## config.mk

```make
export PLATFORM = sky130hd
export DESIGN_NAME = ultrasound_sweep_scheduler
export DESIGN_NICKNAME = d
export VERILOG_FILES = /design/src/rtl/ultrasound_sweep_scheduler_pkg.sv /design/src/rtl/ultrasound_sweep_scheduler_cycle_timer.sv /design/src/rtl/ultrasound_sweep_scheduler.sv
export SDC_FILE = /design/constraint.sdc
export NUM_CORES = 1
export LEC_CHECK = 0
export CAP_MARGIN = 25
export CORE_MARGIN = 8
export CORE_UTILIZATION = 55
export CTS_BUF_LIST = sky130_fd_sc_hd__clkbuf_8
export CTS_CLUSTER_DIAMETER = 40
export DETAILED_ROUTE_END_ITERATION = 12
export PLACE_DENSITY_LB_ADDON = 0.1
export RECOVER_POWER = 100
export SLEW_MARGIN = 0
export SYNTH_ARGS = -nofsm -noshare
export SYNTH_HDL_FRONTEND = slang
export SYNTH_HIERARCHICAL = 1
export SYNTH_SLANG_ARGS = --single-unit
```

## constraint.sdc

```tcl
create_clock -name clock -period 7.95 [get_ports clock]
set_clock_uncertainty 0.15 [all_clocks]
set_input_delay 1.1925 -clock clock [delete_from_list [all_inputs] [get_ports clock]]
set_output_delay 1.1925 -clock clock [all_outputs]
set_load 0.1 [all_outputs]
```

## src/rtl/ultrasound_sweep_scheduler_pkg.sv

```systemverilog
// Shared constants and state encoding for the ultrasound sweep scheduler.
// The timer width helper sizes the settle/timeout counter.
package ultrasound_sweep_scheduler_pkg;

    localparam int         NUM_POS   = 5;
    localparam logic [7:0] MISS_DIST = 8'hFF;

    typedef enum logic [2:0] {
        IDLE,
        MOVE,
        SETTLE,
        TRIG,
        WAIT,
        UPDATE,
        DONE
    } sweep_state_t;

    function automatic int timer_width(input int a, input int b);
        int m;
        m = (a > b) ? a : b;
        return $clog2(m + 1);
    endfunction

endpackage

```

## src/rtl/ultrasound_sweep_scheduler_cycle_timer.sv

```systemverilog
// Loadable down-counter with a zero flag.
// Shared between the servo settle wait and the measurement timeout.
module cycle_timer #(
    parameter int WIDTH = 8
) (
    input  logic             clock,
    input  logic             reset,
    input  logic             load,
    input  logic [WIDTH-1:0] load_value,
    output logic             zero
);

    logic [WIDTH-1:0] count;

    always_ff @(posedge clock or posedge reset) begin
        if (reset) begin
            count <= '0;
        end else if (load) begin
            count <= load_value;
        end else if (count != '0) begin
            count <= count - WIDTH'(1);
        end
    end

    assign zero = (count == '0);

endmodule

```

## src/rtl/ultrasound_sweep_scheduler.sv

```systemverilog
// Steps the servo through five positions, triggers one measurement per
// position and keeps a running minimum of the returned distances.
module ultrasound_sweep_scheduler
    import ultrasound_sweep_scheduler_pkg::*;
#(
    parameter int SETTLE_CYCLES = 2_700_000,
    parameter int MEAS_TIMEOUT  = 1_350_000
) (
    input  logic       clock,
    input  logic       reset,
    input  logic       start,
    input  logic       meas_done,
    input  logic [7:0] meas_dist,
    output logic [2:0] servo_pos,
    output logic       meas_trigger,
    output logic       busy,
    output logic       result_valid,
    output logic [2:0] min_index,
    output logic [7:0] min_dist
);

    localparam int TIMER_W = timer_width(SETTLE_CYCLES, MEAS_TIMEOUT);
    // The timer is loaded with N-1 so that the zero cycle is the Nth cycle of the wait.
    localparam logic [TIMER_W-1:0] SETTLE_LOAD  = TIMER_W'(SETTLE_CYCLES - 1);
    localparam logic [TIMER_W-1:0] TIMEOUT_LOAD = TIMER_W'(MEAS_TIMEOUT - 1);
    localparam logic [2:0]         LAST_POS     = 3'(NUM_POS);

    sweep_state_t       state, next_state;
    logic [2:0]         pos;
    logic [2:0]         run_idx;
    logic [7:0]         run_min;
    logic [7:0]         dist_q;
    logic               take_new;
    logic [2:0]         upd_idx;
    logic [7:0]         upd_min;
    logic               timer_load;
    logic [TIMER_W-1:0] timer_value;
    logic               timer_zero;

    cycle_timer #(
        .WIDTH(TIMER_W)
    ) u_timer (
        .clock      (clock),
        .reset      (reset),
        .load       (timer_load),
        .load_value (timer_value),
        .zero       (timer_zero)
    );

    always_ff @(posedge clock or posedge reset) begin
        if (reset) begin
            state <= IDLE;
        end else begin
            state <= next_state;
        end
    end

    always_comb begin
        next_state = state;
        case (state)
            IDLE:    if (start) next_state = MOVE;
            MOVE:    next_state = SETTLE;
            SETTLE:  if (timer_zero) next_state = TRIG;
            TRIG:    next_state = WAIT;
            WAIT:    if (meas_done || timer_zero) next_state = UPDATE;
            UPDATE:  next_state = (pos == LAST_POS) ? DONE : MOVE;
            DONE:    next_state = IDLE;
            default: next_state = IDLE;
        endcase
    end

    always_comb begin
        meas_trigger = 1'b0;
        result_valid = 1'b0;
        busy         = (state != IDLE);
        timer_load   = 1'b0;
        timer_value  = SETTLE_LOAD;
        case (state)
            MOVE: timer_load = 1'b1;
            TRIG: begin
                meas_trigger = 1'b1;
                timer_load   = 1'b1;
                timer_value  = TIMEOUT_LOAD;
            end
            DONE:    result_valid = 1'b1;
            default: ;
        endcase
    end

    // Strict less-than so that ties keep the earlier (lower) index.
    assign take_new = (dist_q < run_min);
    assign upd_min  = take_new ? dist_q : run_min;
    assign upd_idx  = take_new ? pos : run_idx;

    always_ff @(posedge clock or posedge reset) begin
        if (reset) begin
            pos       <= 3'd1;
            run_min   <= MISS_DIST;
            run_idx   <= 3'd1;
            dist_q    <= 8'd0;
            min_index <= 3'd0;
            min_dist  <= 8'd0;
        end else begin
            case (state)
                IDLE: if (start) begin
                    pos     <= 3'd1;
                    run_min <= MISS_DIST;
                    run_idx <= 3'd1;
                end
                WAIT: begin
                    if (meas_done) begin
                        dist_q <= meas_dist;
                    end else if (timer_zero) begin
                        dist_q <= MISS_DIST;
                    end
                end
                // Publishing on the last UPDATE makes the result visible during DONE.
                UPDATE: begin
                    run_min <= upd_min;
                    run_idx <= upd_idx;
                    if (pos == LAST_POS) begin
                        min_index <= upd_idx;
                        min_dist  <= upd_min;
                    end else begin
                        pos <= pos + 3'd1;
                    end
                end
                default: ;
            endcase
        end
    end

    assign servo_pos = pos;

endmodule
```

==> flow_summary.yaml, run 1 <==
run_status:
  status: "complete, but fails checks"
  violations: "max-capacitance violations, max-slew violations"
setup_path:
  crit_arrival_ns: 3.98
  cpLargestDelayFamily: "buffers and inverters"
  start_kind: "flip-flop"
  crit_chain: "nor2b_1, clkbuf_1, nand2_1, inv_1, dlygate4sd3_1"
  cp_slowest_cell: "dlygate4sd3_1"
  critPathMaxFanout: 35
  end_kind: "primary output"
  critPathMaxStageDelay_ns: 1.25
  crit_buf_inv: 3
  crit_type: "flip-flop to primary output"
  worstPathRequired_ns: 6.61
synthesis:
  netlist_instances: 345
  synth_cell_types: 66
  synthMuxAreaShare_pct: 4.25
  synthAdderAreaFrac_pct: 3.80
  ys_warn_count: 6
  synth_top_family_by_area: "simple AND/OR/NAND/NOR gates"
  async_reset_ff_share_pct: 100
  yosysSeqAreaShare_pct: 44.4
  syn-cell-area_um2: 3290
  synthXorXnorAreaFrac_pct: 1.60
  ys.flop_type: "dfrtp_1"
  synth_seq_cells: 58
  avgSynthCellArea_um2: 9.55
  synth_edf_count: 0
  synth-simple-area-share_pct: 21.4
  synth_compound_area_share_pct: 18.8
pwr:
  irDropWorstVdd_mv: 0.216
  p_leak_nw: 1.66
  power_density_nw_per_um2: 445
detailed_routing:
  first_pass_iters: 5
  route.met2.wl_um: 3650
  top_layer: "met4"
  wl_met3_um: 228
  wirelength_um: 7130
  met1_length_um: 3150
  vias_per_cell: 5.74
  drt_iter0_markers: 78
  drc: 0
  post_drt_wl_per_cell_um: 15.6
  dr_total_vias: 2627
  ant_nets: 0
sta:
  rsz0062_at_grt: "false"
  timing_hold_violations_final: 0
  min_period_ns: 5.32
  period_share_pct: 67.0
  final.setup.tns_ns: 0
  fmax_mhz: 188
  setup_viol_count_final: 0
  relSlewSlack_pct: -66.1
  slew_violations: 60
  worstMarginPinSlew_ns: 2.48
cts:
  post_cts_buffers: 0
  numClockSinks: 58
  cts-buffers-inserted: 9
  cts-root-buf: "clkbuf_8"
  clock_path_buffers: 2
  hold_buffers: 0
  cts_resized: 0
  cts_tree: "done"
  htree_levels: 3
  clock_latency_ns: 0.33
  clk_pin_slew_ns: 0.07
floorplanning:
  core_area_um2: 5850
  fp-row-count: 28
  fp.dieH_um: 93.4
  start_util_pct: 56.3
  io_pins: 29
  die_area_um2: 8720
  fp.dieW_um: 93.4
placed_design:
  place.gp.congestion: 0.823
  place_hpwl_um: 4840
  port_buffers: 28
cells_and_area:
  diodes: 0
  nets: 400
  synthToLayoutAreaGrowth_pct: 14.7
  final_core_util_pct: 64.6
  drive_gt1_share_pct: 9.66
grt:
  antenna_found_initial: 0
  overflow: 0
  grt_use_total_pct: 17.6
  grt_pass1_vias: 2576
  grt_pass1_wl_um: 12200
  grt_start_max_net_pins: 37
flow_run:
  max_cap_viol_count: 2
worst_hold_path:
  hold_class: "flip-flop to flip-flop"
area by class of cell:
class / count / area (um^2)
inverters: 18 / 67.6
multi-input cells: 259 / 1640
repair buffers: 32 / 299
well taps: 75 / 93.8
fillers: 504 / 2070
flip-flops and latches: 58 / 1460
clock buffers: 12 / 165
clock inverters: 4 / 48.8
power breakdown:
| group | total (W) | switching (W) | internal (W) |
|---|---|---|---|
| Clock | 0.000287 | 0.000117 | 0.000170 |
| Combinational | 0.000826 | 0.000556 | 0.000271 |
| Sequential | 0.000569 | 0.000142 | 0.000427 |
metal layers:
layer / vias up / global-route usage (%)
met2: 37 / 30.1
met3: 8 / 2.96
met5: - / 0
met1: 1261 / 20.9
met4: 0 / 8.19
li1: 1321 / -
sequential cells by signal, indices dropped and copies added, names as in the netlist:
name,cells
run_idx,3
min_index,3
min_dist,8
run_min,8
servo_pos,3
dist_q,8
u_timer/count,22
state,3
layout by cell type, fill, tap and decap left out, types with 3 or more instances in the layout:
master and n:
dfrtp_1 48, clkbuf_8 12, dfstp_2 8, o21ai_0 16
a31oi_1 8, mux2i_1 14, o22a_1 7, o31ai_1 10
and2_1 4, nand2_1 35, or3_1 3, nor4_1 8
nor3_1 9, xnor2_1 3, xor2_1 3, inv_1 17
clkbuf_1 3, nand2b_1 3, ha_1 10, nand3_1 4
conb_1 9, o41ai_1 3, or4_1 5, a21oi_1 17
nor2_1 44, clkdlybuf4s50_1 9, dlygate4sd3_1 19
metrics by stage:
step                      hold WS, ns  setup slack [ns]  power [W]  cells  cell area (um^2)
after floorplan                 0.337              4.66    0.00126    352              3320
after global placement          0.355              3.97    0.00141    442              3610
after detailed placement        0.367              3.92    0.00143    442              3610
after CTS                       0.379              3.55    0.00173    458              3830
after global routing            0.384              2.20    0.00180    458              3780
final                           0.370              2.63    0.00168    458              3780
worst paths after layout:
kind,start,to,slack (ns),cells past startpoint
setup / recovery,state[0],meas_trigger,2.63,5
hold / removal,min_dist[7],min_dist[7],0.37,2
setup reg to reg,run_min[7],run_min[3],3.98,6
hold reg to reg,min_dist[7],min_dist[7],0.37,2
max in group asynchronous,reset,state[0],4.68,3
min in group asynchronous,reset,u_timer/count[4],1.36,2
worst min-delay path, cell delays in order (launching register included):
cell and delay, ns:
dfrtp_1 0.34, nor2_1 0.05, a21oi_1 0.10
cell families (layout without fill, tap and decap cells):
logic type | count (synthesis) | after routing
buffers and inverters | 35 | 66
DFF | 58 | 58
and+or+nand+nor | 135 | 135
other | 2 | 9
adders and majority gates | 10 | 10
muxes | 14 | 14
AOI/OAI and AO/OA | 85 | 85
xor gates and xnor gates | 6 | 6
synthesized netlist by cell type (8+ instances only):
master	instances	share of area [%]
inv_1	17	1.9
o31ai_1	10	2.3
a21oi_1	17	2.6
dfrtp_1	48	36
clkbuf_1	8	0.91
ha_1	10	3.8
nor3_1	9	1.4
a31oi_1	8	1.5
nand2_1	35	4.0
nor2_1	44	5.0
mux2i_1	14	4.3
dfstp_2	10	8.0
o21ai_0	12	1.8
(Power assumes the default switching activity.)
==> run 2: changes to the inputs <==
- CORE_UTILIZATION: 55 -> 54
- clock period: 7.95 -> 4.8 ns (I/O delays scaled with it)
==> flow_summary.yaml, run 2 (synthesis gave the netlist of run 1 again) <==
cells_and_area:
  largest_register_ffs: 22
  fin_cells: 458
  layout_commonest_cell: "dfrtp_1"
  diodes: 0
  synthToLayoutAreaGrowth_pct: 14.4
  nets: 400
  layout_common_cells: "48 x dfrtp_1, 44 x nor2_1, 35 x nand2_1, 20 x inv_1, 19 x dlygate4sd3_1"
  max_flop_register: "u_timer/count"
  drive_gt1_share_pct: 9.40
  nFillCells: 509
  final_core_util_pct: 63.7
run_status:
  status: "complete, but fails checks"
  violations: "max-capacitance violations, max-slew violations"
grt:
  busiest_layer: "met2"
  grt_start_max_net_pins: 37
  grt_pass1_vias: 2612
  grt_pass1_wl_um: 12200
  overflow: 0
  grtUsageMet3_pct: 3.36
  grt_util_met2_pct: 27.7
  antenna_found_initial: 0
  grt_use_total_pct: 17.3
  use_met1_pct: 21.5
placed_design:
  place_hpwl_um: 4900
  port_buffers: 28
  post-place-cells: 442
  place.gp.congestion: 0.792
floorplanning:
  fp-row-count: 28
  io_pins: 29
  fp.dieH_um: 94.1
  core_area_um2: 5920
  start_util_pct: 55.6
  die_area_um2: 8860
  fp.dieW_um: 94.1
detailed_routing:
  ant_nets: 0
  wirelength_um: 6910
  first_pass_iters: 4
  vias_per_cell: 5.76
  dr_total_vias: 2640
  drc: 0
  drt_iter0_markers: 116
  post_drt_wl_per_cell_um: 15.1
cts:
  cts-buffers-inserted: 9
  clock_path_buffers: 2
  clock_latency_ns: 0.33
  numClockSinks: 58
  htree_levels: 3
  cts-root-buf: "clkbuf_8"
  post_cts_buffers: 0
  clk_pin_slew_ns: 0.06
  cts_resized: 0
  cts_tree: "done"
  hold_buffers: 0
setup_path:
  end_kind: "primary output"
  start_kind: "flip-flop"
  critPathMaxFanout: 11
  crit_chain: "nor2b_2, nand2_1, inv_1, dlygate4sd3_1"
  worstPathRequired_ns: 3.93
  crit_type: "flip-flop to primary output"
  crit_arrival_ns: 2.75
  cp_slowest_cell: "dlygate4sd3_1"
  critPathMaxStageDelay_ns: 1.24
sta:
  worstMarginPinSlew_ns: 1.92
  timing_hold_violations_final: 0
  slew_violations: 37
  period_share_pct: 75.4
  setup_viol_count_final: 0
  relSlewSlack_pct: -27.8
  fmax_mhz: 276
  min_period_ns: 3.62
  rsz0062_at_grt: "false"
  final.setup.tns_ns: 0
pwr:
  p_total_w: 0.00276
  p_leak_nw: 1.66
  power_density_nw_per_um2: 732
  irDropWorstVdd_mv: 0.407
worst_hold_path:
  hold_class: "flip-flop to flip-flop"
flow_run:
  max_cap_viol_count: 1
## run 2: per-layer routing
layer  routed length (um)  part of all wire [%]
met4                  176                   2.5
met3                  297                   4.3
met2                 3420                    49
met1                 3020                    44
met5                    0                     0
## run 2: layout make-up
cell class / count / area [um^2] / share of cell area (%)
clock buffer: 11 / 151 / 4.02
clock inverter: 5 / 46.3 / 1.23
inverter: 18 / 67.6 / 1.79
multi-input combinational: 259 / 1640 / 43.6
sequential: 58 / 1460 / 38.8
tap: 75 / 93.8 / 2.49
timing repair buffer: 32 / 303 / 8.03
## run 2: path summary, 6_finish.rpt
kind                                  start           endpoint  slack, ns  depth (start not counted)
hold / removal                  min_dist[5]        min_dist[5]       0.37                          2
setup / recovery                   state[0]       meas_trigger       1.18                          4
setup reg to reg           u_timer/count[6]          dist_q[0]       1.72                          7
min in group asynchronous             reset  u_timer/count[21]       0.88                          2
hold reg to reg                 min_dist[5]        min_dist[5]       0.37                          2
max in group asynchronous             reset          dist_q[1]       2.01                          3
## run 2: worst max-delay path: cells and delay by family (launching register included)
kind,cells,cell delay (ns)
simple gates,2,0.44
buf+inv,2,1.49
flops,1,0.49
## run 2: report_power, final
part,internal (W),total [W],switching [W]
Combinational,0.000448,0.00137,0.000917
Sequential,0.000707,0.000941,0.000233
Clock,0.000262,0.000452,0.000191
## run 2: per-stage QoR
| stage | cell area, um^2 | hold WS [ns] | setup slack [ns] |
|---|---|---|---|
| detailed placement | 3610 | 0.364 | 1.62 |
| floorplan | 3320 | 0.337 | 1.98 |
| finish | 3770 | 0.371 | 1.18 |
| CTS | 3810 | 0.374 | 1.24 |
| global placement | 3610 | 0.355 | 1.65 |
| global route | 3770 | 0.395 | 1.01 |
